`config.mk`:
```
export PLATFORM = sky130hd
export DESIGN_NAME = ads1675_emu_tx
export DESIGN_NICKNAME = d
export VERILOG_FILES = /design/src/rtl/ads1675_emu_tx.sv
export SDC_FILE = /design/constraint.sdc
export NUM_CORES = 1
export LEC_CHECK = 0
export BUFFER_PORTS_ARGS = -buffer_cell sky130_fd_sc_hd__buf_2
export CORE_UTILIZATION = 59
export DETAILED_ROUTE_END_ITERATION = 7
export GPL_TIMING_DRIVEN = 1
export PLACE_DENSITY = 0.8
export SYNTH_ARGS = -nofsm -noshare
export SYNTH_HDL_FRONTEND = slang
export SYNTH_SLANG_ARGS = --single-unit
```
`constraint.sdc`:
```
create_clock -name aclk -period 4.2 [get_ports aclk]
set_input_delay 0.84 -clock aclk [delete_from_list [all_inputs] [get_ports aclk]]
set_output_delay 0.84 -clock aclk [all_outputs]
set_load 0.01 [all_outputs]
```
`src/rtl/ads1675_emu_tx.sv`:
```
// ============================================================================
// ads1675_emu_tx : ADS1675 serial-output emulator (AXI-Stream in, SCLK/DRDY/DOUT out)
// Revision 1.0
// ============================================================================
`default_nettype none

module ads1675_emu_tx #(
    parameter int DR     = 5,
    parameter int DRDY_W = 4
) (
    input  logic        aclk,
    input  logic        areset,
    input  logic        ctrl_start,
    input  logic [23:0] s_axis_tdata,
    input  logic        s_axis_tvalid,
    output logic        s_axis_tready,
    output logic        tx_sclk,
    output logic        tx_drdy,
    output logic        tx_dout,
    output logic        busy,
    output logic        underrun
);

    localparam int FRAME_LEN = 24 << (5 - DR);
    localparam int IDX_W     = $clog2(FRAME_LEN);
    localparam int CNT_W     = $clog2(DRDY_W + 1);
    localparam logic [IDX_W-1:0] LAST_IDX  = IDX_W'(FRAME_LEN - 1);
    localparam logic [CNT_W-1:0] DRDY_LAST = CNT_W'(DRDY_W);

    typedef enum logic [1:0] {
        IDLE  = 2'd0,
        RUN   = 2'd1,
        FLUSH = 2'd2
    } state_t;

    state_t             state_q, state_d;
    logic [IDX_W-1:0]   bit_idx_q, bit_idx_d;
    logic [23:0]        shreg_q, shreg_d;
    logic [CNT_W-1:0]   drdy_cnt_q, drdy_cnt_d;
    logic               first_q, first_d;
    logic               sclk_q, sclk_d;
    logic               drdy_q, drdy_d;
    logic               dout_q, dout_d;
    logic               tready_q, tready_d;
    logic               underrun_q, underrun_d;
    logic               load;

    always_comb begin
        state_d    = state_q;
        bit_idx_d  = bit_idx_q;
        shreg_d    = shreg_q;
        drdy_cnt_d = drdy_cnt_q;
        first_d    = first_q;
        sclk_d     = ~sclk_q;
        drdy_d     = drdy_q;
        dout_d     = dout_q;
        tready_d   = 1'b0;
        underrun_d = 1'b0;
        load       = 1'b0;

        // All framing outputs move only on the SCLK falling edge (tick)
        if (sclk_q) begin
            if (drdy_q) begin
                if (drdy_cnt_q == DRDY_LAST) begin
                    drdy_d = 1'b0;
                end else begin
                    drdy_cnt_d = drdy_cnt_q + CNT_W'(1);
                end
            end

            case (state_q)
                IDLE: begin
                    dout_d    = 1'b0;
                    drdy_d    = 1'b0;
                    bit_idx_d = '0;
                    if (ctrl_start) begin
                        state_d = RUN;
                        load    = 1'b1;
                    end
                end
                RUN: begin
                    if (bit_idx_q == LAST_IDX) begin
                        if (ctrl_start) begin
                            load = 1'b1;
                        end else begin
                            state_d    = FLUSH;
                            bit_idx_d  = '0;
                            shreg_d    = '0;
                            dout_d     = 1'b0;
                            drdy_d     = 1'b1;
                            drdy_cnt_d = CNT_W'(1);
                        end
                    end else begin
                        // Zeros shift in, so indices beyond 23 pad DOUT low
                        bit_idx_d = bit_idx_q + IDX_W'(1);
                        dout_d    = shreg_q[22];
                        shreg_d   = {shreg_q[22:0], 1'b0};
                    end
                end
                FLUSH: begin
                    dout_d = 1'b0;
                    if (drdy_cnt_q == DRDY_LAST) begin
                        state_d = IDLE;
                        first_d = 1'b1;
                    end
                end
                default: state_d = IDLE;
            endcase

            if (load) begin
                bit_idx_d = '0;
                tready_d  = 1'b1;
                first_d   = 1'b0;
                if (s_axis_tvalid) begin
                    shreg_d = s_axis_tdata;
                    dout_d  = s_axis_tdata[23];
                end else begin
                    shreg_d    = '0;
                    dout_d     = 1'b0;
                    underrun_d = 1'b1;
                end
                // The first frame of a run has no predecessor to close
                if (!first_q) begin
                    drdy_d     = 1'b1;
                    drdy_cnt_d = CNT_W'(1);
                end
            end
        end
    end

    always_ff @(posedge aclk or posedge areset) begin
        if (areset) begin
            state_q    <= IDLE;
            bit_idx_q  <= '0;
            shreg_q    <= '0;
            drdy_cnt_q <= '0;
            first_q    <= 1'b1;
            sclk_q     <= 1'b0;
            drdy_q     <= 1'b0;
            dout_q     <= 1'b0;
            tready_q   <= 1'b0;
            underrun_q <= 1'b0;
        end else begin
            state_q    <= state_d;
            bit_idx_q  <= bit_idx_d;
            shreg_q    <= shreg_d;
            drdy_cnt_q <= drdy_cnt_d;
            first_q    <= first_d;
            sclk_q     <= sclk_d;
            drdy_q     <= drdy_d;
            dout_q     <= dout_d;
            tready_q   <= tready_d;
            underrun_q <= underrun_d;
        end
    end

    assign tx_sclk       = sclk_q;
    assign tx_drdy       = drdy_q;
    assign tx_dout       = dout_q;
    assign s_axis_tready = tready_q;
    assign underrun      = underrun_q;
    assign busy          = (state_q != IDLE);

endmodule

`default_nettype wire

```
==> results.json <==
{
  "cts_max_level": 2,
  "grt.total_usage": 0.242,
  "utilization": 0.728,
  "grt_pass1_vias": 1337,
  "drtAntennaViolNets": 0,
  "outcome": "finished clean",
  "synth_top_flop_cell": "dfrtp_1",
  "synth_seq_area_share": 0.526,
  "yosysWarnings": 0,
  "die_width_um": 58.1,
  "post-place-cells": 229,
  "synth.avg_cell_area_um2": 11.5,
  "fin_worst_skew_ns": 0.00630,
  "core_um2": 2880,
  "fin_tns_setup_ns": 0,
  "dieArea_um2": 3380,
  "ir_worst_vdd_uv": 313,
  "mostFrequentLayoutCell": "dfrtp_1",
  "grt.overflow.total": 0,
  "antenna_found_initial": 0,
  "cp.required_ns": 3.36,
  "postRouteWirelength_mm": 3.52,
  "area_growth_pct": 12.7,
  "cts_tree": "done",
  "fin_crit_ns": 2.23,
  "post_cts_resized": 0,
  "routedWlPerCell_um": 14.8,
  "pre_cts_slack_ns": 2.08,
  "drv_slew": 0,
  "p_leak_nw": 1.06,
  "final_cell_mix": "dfrtp_1 (38), buf_2 (33), and2_1 (24)",
  "setup.worst_path.end_class": "output pin",
  "power.density_nw_per_um2": 616,
  "cts_hold_buf": 0,
  "p_total_mw": 1.29,
  "rsz0062_at_grt": "false",
  "dr.first_iter.drc_count": 80,
  "syn_inst": 162,
  "final_cells": 237,
  "ios": 34,
  "setup.worst_path.start_class": "register",
  "setup_viol": 0,
  "post_route_cells_drive_above_1_share": 0.297,
  "setup_slack_ns": 1.97,
  "arrival_ns": 1.39,
  "globalplace.congestion": 0.790,
  "firstDrtPassIters": 4,
  "design_area_um2": 2090,
  "clock_latency_ns": 0.35,
  "grt_pass1_wl_mm": 6.10,
  "synth_edf_count": 0,
  "synthDistinctLibCells": 41,
  "cts-root-buf": "clkbuf_4",
  "drc": 0,
  "diodes": 0,
  "async_flop_share": 1.00,
  "grt_max_degree": 40,
  "syn_area_um2": 1860,
  "synth_seq_cells": 39,
  "syn_nets": 193,
  "hpwl_mm": 2.34,
  "vias_per_cell": 5.83,
  "via_count": 1381,
  "nNetsFinal": 225,
  "holdWs_ns": 0.514,
  "min_path_type": "register to register",
  "port_buffers": 33,
  "cap_violations": 0,
  "timing.slew.headroom": 0.523,
  "worstSetupPathType": "register to output pin",
  "tritoncts.num_buffers": 5,
  "chipHeight_um": 58.1,
  "cts_sinks": 39,
  "start_util": 0.645,
  "worstMarginPinSlew_ns": 0.715,
  "path_clk_slew_ns": 0.11,
  "fmax_mhz": 449,
  "fp-row-count": 19,
  "worst-path-max-fanout": 12,
  "clk_path_buf_depth": 2,
  "fin_crit_sh": 0.531,
  "cts_setup_buffers": 0,
  "place_area_um2": 2010,
  "hold_viol": 0
}
[worst paths after layout]
check	from	to	slack [ns]	cells after the start
worst min register to register	bit_idx_q[1]	bit_idx_q[1]	0.51	2
worst max register to register	bit_idx_q[0]	drdy_cnt_q[1]	2.27	5
worst max-delay path	state_q[0]	busy	1.97	2
min in group asynchronous	areset	bit_idx_q[1]	0.59	3
max in group asynchronous	areset	first_q	3.26	3
worst min-delay path	bit_idx_q[1]	bit_idx_q[1]	0.51	2
[report_power, final]
part           internal (mW)  leakage (nW)  switching [mW]
clock network          0.141        0.0482           0.120
registers              0.493         0.503          0.0901
logic                  0.220         0.505           0.226
total                  0.853          1.06           0.436
[critical path, stage by stage, from the launching register on]
cell and delay (ns):
dfrtp_1 0.53, or2_2 0.36, buf_2 0.14
[cells by family (layout without fill, tap and decap cells)]
logic type	after synthesis	after routing	synth area share
AO/OA/AOI/OAI	44	44	0.211
AND/OR/NAND/NOR	57	57	0.178
buffers and inverters	18	51	0.0586
multiplexers	1	1	0.00606
adder cells (fa/ha/maj)	3	3	0.0202
flip-flops	39	39	0.526
[metal layers]
| layer | vias to the layer above | global-route usage | routed length, µm |
|---|---|---|---|
| met5 | - | 0 | 0 |
| met4 | 0 | 0.119 | 73 |
| met3 | 10 | 0.0647 | 185 |
| met2 | 47 | 0.361 | 1610 |
| met1 | 664 | 0.330 | 1640 |
| li1 | 660 | - | - |
[final cells by class]
cell class,count,area (µm²)
flip-flops and latches,39,977
fillers,206,783
multi-input cells,105,771
repair buffers,34,173
well taps,42,52.6
clock buffers,6,51.3
clock inverters,2,35.0
inverters,9,33.8
[flip-flops by register name (all words and copies together) (netlist names)]
name	count
bit_idx_q	5
drdy_cnt_q	3
first_q	1
s_axis_tready	1
shreg_q	23
state_q	2
tx_dout	1
tx_drdy	1
tx_sclk	1
underrun	1
[synth_stat cells, types with 2 or more instances]
cell type  count  area share
and2_1        24       0.081
ha_1           3       0.020
a221o_2        5       0.030
buf_8          2       0.016
buf_2          3      0.0081
clkbuf_1       2      0.0040
a221o_1       18       0.097
nand2_1       13       0.026
dfrtp_1       38        0.51
nor2_1         6       0.012
nand3_1        3      0.0081
a22o_1         2      0.0094
buf_6          2       0.012
o21ai_0        5       0.013
inv_1          8       0.016
a21oi_1        3      0.0081
No activity file was read; power rests on OpenSTA's default activity.
